File: src/rtl/tuart_rx_frame.sv
// Tiny-UART receiver: start/data/parity/stop framing, word-to-command assembly, error and idle-timeout flags.
// Build option: define TUART_RX_MAJORITY_EN to take every bit sample as a 2-of-3 vote over the last three RX levels.
module tuart_rx_frame #(
    parameter int CMD_WIDTH    = 32,
    parameter int DATA_BITS    = 8,
    parameter int SYS_CLK_F    = 100_000_000,
    parameter int BAUD_RATE    = 115_200,
    parameter int TIMEOUT_BITS = 32
) (
    input  logic                 clk_i,
    input  logic                 rst_in,
    input  logic                 rx_sync_i,
    input  logic [1:0]           parity_mode_i,
    output logic [CMD_WIDTH-1:0] data_o,
    output logic                 rdy_o,
    output logic                 parity_err_o,
    output logic                 frame_err_o,
    output logic                 timeout_o
);

    localparam int BIT_CLKS  = SYS_CLK_F / BAUD_RATE;
    localparam int HALF      = BIT_CLKS >> 1;
    localparam int CMD_WORDS = CMD_WIDTH / DATA_BITS;
    localparam int TO_LIMIT  = TIMEOUT_BITS * BIT_CLKS;
    localparam int TO_CMP    = (TO_LIMIT > 0) ? TO_LIMIT - 1 : 0;
    localparam int SCNT_W    = $clog2(BIT_CLKS);
    localparam int BIDX_W    = (DATA_BITS > 1) ? $clog2(DATA_BITS) : 1;
    localparam int WCNT_W    = (CMD_WORDS > 1) ? $clog2(CMD_WORDS) : 1;
    localparam int ICNT_W    = (TO_LIMIT > 0) ? $clog2(TO_LIMIT + 1) : 1;

    typedef enum logic [2:0] {
        S_IDLE,
        S_START,
        S_DATA,
        S_PARITY,
        S_STOP,
        S_BREAK
    } state_t;

    state_t                 r_state, w_state_next;
    logic [SCNT_W-1:0]      r_samp_cnt, w_samp_cnt_next;
    logic [BIDX_W-1:0]      r_bit_idx, w_bit_idx_next;
    logic [DATA_BITS-1:0]   r_shift;
    logic [1:0]             r_par_mode;
    logic                   r_par_acc;
    logic                   r_done;
    logic                   r_stop_ok;
    logic                   r_par_ok;
    logic [CMD_WIDTH-1:0]   r_buf;
    logic [CMD_WIDTH-1:0]   w_buf_next;
    logic [WCNT_W-1:0]      r_word_cnt;
    logic [ICNT_W-1:0]      r_idle_cnt;

    logic w_sample;
    logic w_tick;
    logic w_half;
    logic w_par_en;
    logic w_last_word;
    logic w_start_det;
    logic w_take_data;
    logic w_take_par;
    logic w_take_stop;

`ifdef TUART_RX_MAJORITY_EN
    logic [1:0] r_hist;

    always_ff @(posedge clk_i or negedge rst_in) begin
        if (!rst_in) begin
            r_hist <= 2'b11;
        end else begin
            r_hist <= {r_hist[0], rx_sync_i};
        end
    end

    assign w_sample = (rx_sync_i & r_hist[0]) | (rx_sync_i & r_hist[1]) | (r_hist[0] & r_hist[1]);
`else
    assign w_sample = rx_sync_i;
`endif

    assign w_tick      = (r_samp_cnt == SCNT_W'(BIT_CLKS - 1));
    assign w_half      = (r_samp_cnt == SCNT_W'(HALF - 1));
    assign w_par_en    = (r_par_mode == 2'b01) || (r_par_mode == 2'b10);
    assign w_last_word = (r_word_cnt == WCNT_W'(CMD_WORDS - 1));

    // Buffer image with the freshly received word dropped into slot r_word_cnt.
    for (genvar gi = 0; gi < CMD_WORDS; gi++) begin : g_slot
        assign w_buf_next[gi*DATA_BITS +: DATA_BITS] =
            (r_word_cnt == WCNT_W'(gi)) ? r_shift : r_buf[gi*DATA_BITS +: DATA_BITS];
    end

    always_ff @(posedge clk_i or negedge rst_in) begin
        if (!rst_in) begin
            r_state    <= S_IDLE;
            r_samp_cnt <= '0;
            r_bit_idx  <= '0;
        end else begin
            r_state    <= w_state_next;
            r_samp_cnt <= w_samp_cnt_next;
            r_bit_idx  <= w_bit_idx_next;
        end
    end

    always_comb begin
        w_state_next    = r_state;
        w_samp_cnt_next = r_samp_cnt + SCNT_W'(1);
        w_bit_idx_next  = r_bit_idx;
        w_start_det     = 1'b0;
        w_take_data     = 1'b0;
        w_take_par      = 1'b0;
        w_take_stop     = 1'b0;
        unique case (r_state)
            S_IDLE: begin
                w_samp_cnt_next = '0;
                if (!rx_sync_i) begin
                    w_start_det  = 1'b1;
                    w_state_next = S_START;
                end
            end
            S_START: begin
                if (w_half) begin
                    w_samp_cnt_next = '0;
                    w_bit_idx_next  = '0;
                    // A high level at mid start bit is a false start.
                    w_state_next    = w_sample ? S_IDLE : S_DATA;
                end
            end
            S_DATA: begin
                if (w_tick) begin
                    w_samp_cnt_next = '0;
                    w_take_data     = 1'b1;
                    if (r_bit_idx == BIDX_W'(DATA_BITS - 1)) begin
                        w_state_next = w_par_en ? S_PARITY : S_STOP;
                    end else begin
                        w_bit_idx_next = r_bit_idx + BIDX_W'(1);
                    end
                end
            end
            S_PARITY: begin
                if (w_tick) begin
                    w_samp_cnt_next = '0;
                    w_take_par      = 1'b1;
                    w_state_next    = S_STOP;
                end
            end
            S_STOP: begin
                if (w_tick) begin
                    w_samp_cnt_next = '0;
                    w_take_stop     = 1'b1;
                    w_state_next    = w_sample ? S_IDLE : S_BREAK;
                end
            end
            S_BREAK: begin
                w_samp_cnt_next = '0;
                if (rx_sync_i) begin
                    w_state_next = S_IDLE;
                end
            end
            default: begin
                w_samp_cnt_next = '0;
                w_state_next    = S_IDLE;
            end
        endcase
    end

    // Bit assembly; the frame verdict is registered so commit happens one cycle after the stop sample.
    always_ff @(posedge clk_i or negedge rst_in) begin
        if (!rst_in) begin
            r_shift    <= '0;
            r_par_mode <= 2'b00;
            r_par_acc  <= 1'b0;
            r_done     <= 1'b0;
            r_stop_ok  <= 1'b0;
            r_par_ok   <= 1'b0;
        end else begin
            r_done <= w_take_stop;
            if (w_start_det) begin
                r_par_mode <= parity_mode_i;
                r_par_acc  <= 1'b0;
            end
            if (w_take_data) begin
                r_shift   <= {w_sample, r_shift[DATA_BITS-1:1]};
                r_par_acc <= r_par_acc ^ w_sample;
            end
            if (w_take_par) begin
                r_par_acc <= r_par_acc ^ w_sample;
            end
            if (w_take_stop) begin
                r_stop_ok <= w_sample;
                r_par_ok  <= !w_par_en || (r_par_mode[0] ? r_par_acc : !r_par_acc);
            end
        end
    end

    always_ff @(posedge clk_i or negedge rst_in) begin
        if (!rst_in) begin
            r_buf        <= '0;
            r_word_cnt   <= '0;
            r_idle_cnt   <= '0;
            data_o       <= '0;
            rdy_o        <= 1'b0;
            parity_err_o <= 1'b0;
            frame_err_o  <= 1'b0;
            timeout_o    <= 1'b0;
        end else begin
            rdy_o        <= 1'b0;
            parity_err_o <= 1'b0;
            frame_err_o  <= 1'b0;
            timeout_o    <= 1'b0;

            if (r_done) begin
                if (!r_stop_ok) begin
                    frame_err_o <= 1'b1;
                    r_word_cnt  <= '0;
                end else if (!r_par_ok) begin
                    parity_err_o <= 1'b1;
                    r_word_cnt   <= '0;
                end else begin
                    r_buf <= w_buf_next;
                    if (w_last_word) begin
                        data_o     <= w_buf_next;
                        rdy_o      <= 1'b1;
                        r_word_cnt <= '0;
                    end else begin
                        r_word_cnt <= r_word_cnt + WCNT_W'(1);
                    end
                end
            end

            // Inter-word timeout: a start detected on the firing cycle takes priority.
            if (TO_LIMIT == 0 || w_start_det || r_word_cnt == '0) begin
                r_idle_cnt <= '0;
            end else if (r_state == S_IDLE) begin
                if (r_idle_cnt == ICNT_W'(TO_CMP)) begin
                    timeout_o  <= 1'b1;
                    r_word_cnt <= '0;
                    r_idle_cnt <= '0;
                end else begin
                    r_idle_cnt <= r_idle_cnt + ICNT_W'(1);
                end
            end
        end
    end

endmodule

File: config.mk
export PLATFORM = sky130hd
export DESIGN_NAME = tuart_rx_frame
export DESIGN_NICKNAME = d
export VERILOG_FILES = /design/src/rtl/tuart_rx_frame.sv
export SDC_FILE = /design/constraint.sdc
export NUM_CORES = 1
export LEC_CHECK = 0
export CAP_MARGIN = 20
export CORE_UTILIZATION = 50
export CTS_CLUSTER_SIZE = 8
export DETAILED_ROUTE_END_ITERATION = 8
export GPL_TIMING_DRIVEN = 0
export PLACE_DENSITY = 0.67
export SETUP_SLACK_MARGIN = 0.15
export SLEW_MARGIN = 40
export SYNTH_ARGS = -nofsm -noshare
export SYNTH_HDL_FRONTEND = slang
export SYNTH_SLANG_ARGS = --single-unit
File: constraint.sdc
create_clock -name clk_i -period 5.42 [get_ports clk_i]
set_input_delay 1.626 -clock clk_i [delete_from_list [all_inputs] [get_ports clk_i]]
set_output_delay 1.626 -clock clk_i [all_outputs]
set_load 0.01 [all_outputs]
After elaboration in Yosys (flattened, before gate mapping)
Cells that the tools add are included.
Cells by class
  $add $sub $neg: 4
  equality and inequality tests: 22
  multiplexer cells: 54
  bitwise logic cells: 1
  reduce and logical (&&, ||, !) cells: 15
Operators by type and width (number)
  $mux 15: 3
  $mux 3: 12
  $mux 8: 4
  $mux 1: 22
  $mux 10: 2
  $pmux 10 s2: 1
  $pmux 3 s6: 1
  $mux 2: 8
  $ne 2x2->1 const B: 8
  $add 15x1->15 const B: 1
  $eq 15x15->1 const B: 1
  $add 10x1->10 const B: 1
  $eq 10x10->1 const B: 1
  $eq 10x9->1 const B: 1
  $eq 3x3->1 const B: 3
  $reduce_and 4->1: 2
  $reduce_and 7->1: 1
  $eq 2x2->1 const B: 3
  $eq 3x2->1 const B: 2
  $pmux 3 s2: 1
  $eq 2x1->1 const B: 2
  $reduce_bool 2->1: 2
  $add 3x1->3 const B: 1
  $eq 3x1->1 const B: 1
  other kinds (9): 12
Word-level totals
  flip-flop bits (word level): 115
  bits of input ports: 5
  output and inout port bits: 36
  logic and storage cells: 113

Logic depth before layout (Yosys ltp)
  depth after elaboration: 8
  mapped depth: 7
  gate-level depth less buffers: 6

Worst setup path before layout
OpenSTA, ideal clock, no wires.
  kind: input to register
  start point: input rx_sync_i
  end point: register r_idle_cnt[10]
  setup time: 0.136 ns
  arrival time: 2.445 ns
  required time: 5.284 ns
  setup slack: 2.838 ns
  stages on the path: 4
  path buffers: 0
  cell sequence: nor4_4 -> nor2_2 -> a21oi_1 -> nor2_1
Between the ends
  longest elaborated chain between the ends: 4
  elaborated cells on any way between the ends: 5
RTL lines
  from (decl): RTL line 12  | input logic rx_sync_i,
  $mux 1 *: RTL line 114  | if (!rx_sync_i) begin
  $mux 1 *: RTL line 111  | unique case (r_state)
  $logic_or 1x1->1 *: RTL line 230  | if (TO_LIMIT == 0 || w_start_det || r_word_cnt == '0) begin
  $mux 15 or $reduce_bool 2->1 (tied branches)
  to (signal assigned): RTL line 238  | r_idle_cnt <= r_idle_cnt + ICNT_W'(1);
  to (decl): RTL line 52  | logic [ICNT_W-1:0] r_idle_cnt;
Mark *: on every way between the ends. The rest lies on a longest branch, timed or not.
A chain may end at the register's enable or synchronous reset.

Worst setup path in the final report
  start point: input rx_sync_i
  end point: register r_idle_cnt[5]
Same word-level chain as after synthesis.

==> results.json <==
{
  "ctsHoldBuffers": 0,
  "stdcell_count": 632,
  "start_kind": "input port",
  "ys_ff_latch": 107,
  "yosysMostFrequentCell": "dfrtp_1",
  "cts_tree": "yes",
  "drt_iter0_drc": 136,
  "fp.dieH_um": 102,
  "status": "completed",
  "die-area_um2": 10300,
  "remaining_drc_errors": 0,
  "r2r-end": "r_idle_cnt[5]",
  "power_density_nw_per_um2": 294,
  "p_int_w": 0.00118,
  "path_class": "input port to flip-flop",
  "switchingPower_w": 0.000514,
  "synth_area_um2": 4960,
  "grt_max_degree": 63,
  "synth_edf_count": 0,
  "fmax_mhz": 312,
  "antenna_cells": 0,
  "finalCritPeriodShare": 0.592,
  "die_w_um": 102,
  "htreeDepth": 3,
  "endpoint": "r_idle_cnt[5]",
  "relSlewSlack": 0.553,
  "drv_cap": 0,
  "clock_skew_ns": 0.00743,
  "cts_sinks": 107,
  "coreArea_um2": 9420,
  "vias": 3405,
  "async_flop_share": 1.00,
  "ff2ff_path_depth": 6,
  "p_leak_nw": 2.54,
  "antenna_found_initial": 0,
  "synth.distinct_cells": 53,
  "clk_latency_ns": 0.38,
  "vdd_drop_max_uv": 179,
  "post-cts-setup-buffers": 0,
  "whs_ns": 0.481,
  "place_area_um2": 5550,
  "grt_pass1_wl_um": 15800,
  "clockBufferDepth": 2,
  "rr_startpoint": "r_idle_cnt[0]",
  "synth.net_count": 460,
  "critical_path_arrival_ns": 3.45,
  "drtAntennaViolNets": 0,
  "slew_viol_final": 0,
  "period_minus_slack_ns": 3.21,
  "crit_fanout": 9,
  "avgViaCountPerCell": 5.39,
  "wl_per_cell_um": 14.8,
  "hold_viol": 0,
  "comb_power_share": 0.183,
  "endpoint_kind": "flip-flop",
  "final_util": 0.611,
  "ctsResizeCount": 0,
  "placedCellCount": 616,
  "ys_seq_area_frac": 0.540,
  "p_sw_frac": 0.304,
  "layout-drive-gt1-share": 0.147,
  "hold_path.class": "flip-flop to flip-flop",
  "path_clk_slew_ns": 0.10,
  "syn_inst": 446,
  "start_util": 0.526,
  "synth.largest_area_cell": "dfrtp_1",
  "p_clk_frac": 0.292,
  "rsz0062_at_grt": "no",
  "dr.pass1.iters": 4,
  "grtUsageTotal": 0.201,
  "grt_pass1_vias": 3282,
  "final_cell_area_um2": 5750,
  "critPathLaunch": "rx_sync_i",
  "synth_area_leaders": "dfrtp_1 54%, mux2_2 8.9%, mux2i_1 5.3%",
  "rows": 35,
  "pre_cts_slack_ns": 1.78,
  "layout.nets": 512,
  "ys_warn_count": 0,
  "post-dp-hpwl_um": 6550,
  "gp_congestion": 0.821,
  "cp_data_required_time_ns": 5.66,
  "pwr-share-seq": 0.525,
  "port-buffer-count": 40,
  "synth.top_cell.area_share": 0.540,
  "synth.avg_cell_area_um2": 11.1,
  "synth_commonest_cells": "107 x dfrtp_1, 63 x nand2_1, 39 x mux2_2",
  "gr-total-overflow": 0,
  "tightest_slew_ns": 0.671,
  "r2r_setup_slack_ns": 3.16,
  "fin_ws_ns": 2.21,
  "cts-root-buf": "clkbuf_8",
  "syn2layout_area_growth_pct": 16.1,
  "min_path_cells": 2,
  "wl_um": 9330,
  "setup_violations": 0,
  "ios": 41,
  "synth_ff_type": "dfrtp_1",
  "cts_buffers": 9
}
==> per-stage QoR <==
| step | setup TNS, ns | power, W |
|---|---|---|
| 2_1_floorplan | 0 | 0.00112 |
| 3_3_place_gp | -139.85 | 0.00120 |
| 3_5_place_dp | 0 | 0.00121 |
| 4_1_cts | 0 | 0.00171 |
| 5_1_grt | 0 | 0.00179 |
| 6_report | 0 | 0.00169 |
==> power by group through the flow <==
stage | Sequential (W) | Clock, W | Combinational (W)
final | 0.000888 | 0.000494 | 0.000310
after global routing | 0.000896 | 0.000541 | 0.000352
after CTS | 0.000887 | 0.000514 | 0.000311
after detailed placement | 0.000903 | 0 | 0.000311
after global placement | 0.000901 | 0 | 0.000301
after floorplan | 0.000893 | 0 | 0.000232
==> worst max-delay path, stage by stage <==
cell,delay (ns)
clkdlybuf4s50_1,0.58
nor4_4,0.44
nor2_2,0.18
a21oi_1,0.52
nor2_1,0.10
==> how the worst min path moves through the flow <==
| stage | slack, ns | startpoint | endpoint |
|---|---|---|---|
| 6_report | 0.48 | data_o[29] | data_o[29] |
| 5_1_grt | 0.51 | data_o[29] | data_o[29] |
| 4_1_cts | 0.49 | data_o[29] | data_o[29] |
| 3_5_place_dp | 0.46 | data_o[29] | data_o[29] |
| 3_3_place_gp | 0.46 | data_o[3] | data_o[3] |
| 2_1_floorplan | 0.43 | r_par_ok | parity_err_o |
==> state kept, by name, summed over array words and instances (netlist names), 2 cells and up <==
register,flops
data_o,32
r_bit_idx,3
r_buf,24
r_idle_cnt,15
r_par_mode,2
r_samp_cnt,10
r_shift,8
r_state,3
r_word_cnt,2
==> per-layer routing <==
| metal | global-route usage | vias to the layer above | wire, um |
|---|---|---|---|
| met5 | 0 | - | 0 |
| met4 | 0.0680 | 0 | 138 |
| met3 | 0.0442 | 10 | 258 |
| met2 | 0.330 | 54 | 4540 |
| met1 | 0.264 | 1675 | 4390 |
| li1 | - | 1666 | - |
==> logic make-up (layout without fill, tap and decap cells) <==
| family | after synthesis | after routing | synth area share |
|---|---|---|---|
| adder cells (fa/ha/maj) | 9 | 9 | 0.0227 |
| AND/OR/NAND/NOR | 151 | 151 | 0.159 |
| AO/OA/AOI/OAI | 66 | 66 | 0.0831 |
| flip-flops | 107 | 107 | 0.540 |
| multiplexers | 67 | 67 | 0.146 |
| buffers and inverters | 34 | 91 | 0.0278 |
| XOR/XNOR | 12 | 12 | 0.0212 |
==> cell type report <==
cell class / count / area, um2
Sequential cell: 107 / 2680
Clock inverter: 7 / 77.6
Clock buffer: 9 / 124
Multi-Input combinational cell: 305 / 2140
Tap cell: 129 / 161
Inverter: 10 / 37.5
Fill cell: 811 / 3660
Timing Repair Buffer: 41 / 433
Buffer: 24 / 100
==> cell usage in the layout (no fill, tap or decap), types with 9 or more instances in the layout <==
cell type        instances
o21ai_0                 35
clkbuf_1                19
dfrtp_1                107
ha_1                     9
clkbuf_8                 9
clkdlybuf4s50_1         39
nor2_1                  27
mux2i_1                 26
nand4_1                 10
inv_1                    9
nand2_1                 63
mux2_2                  39
a21oi_1                  9
nand3_1                  9
Power figures use the tool's default switching activity.
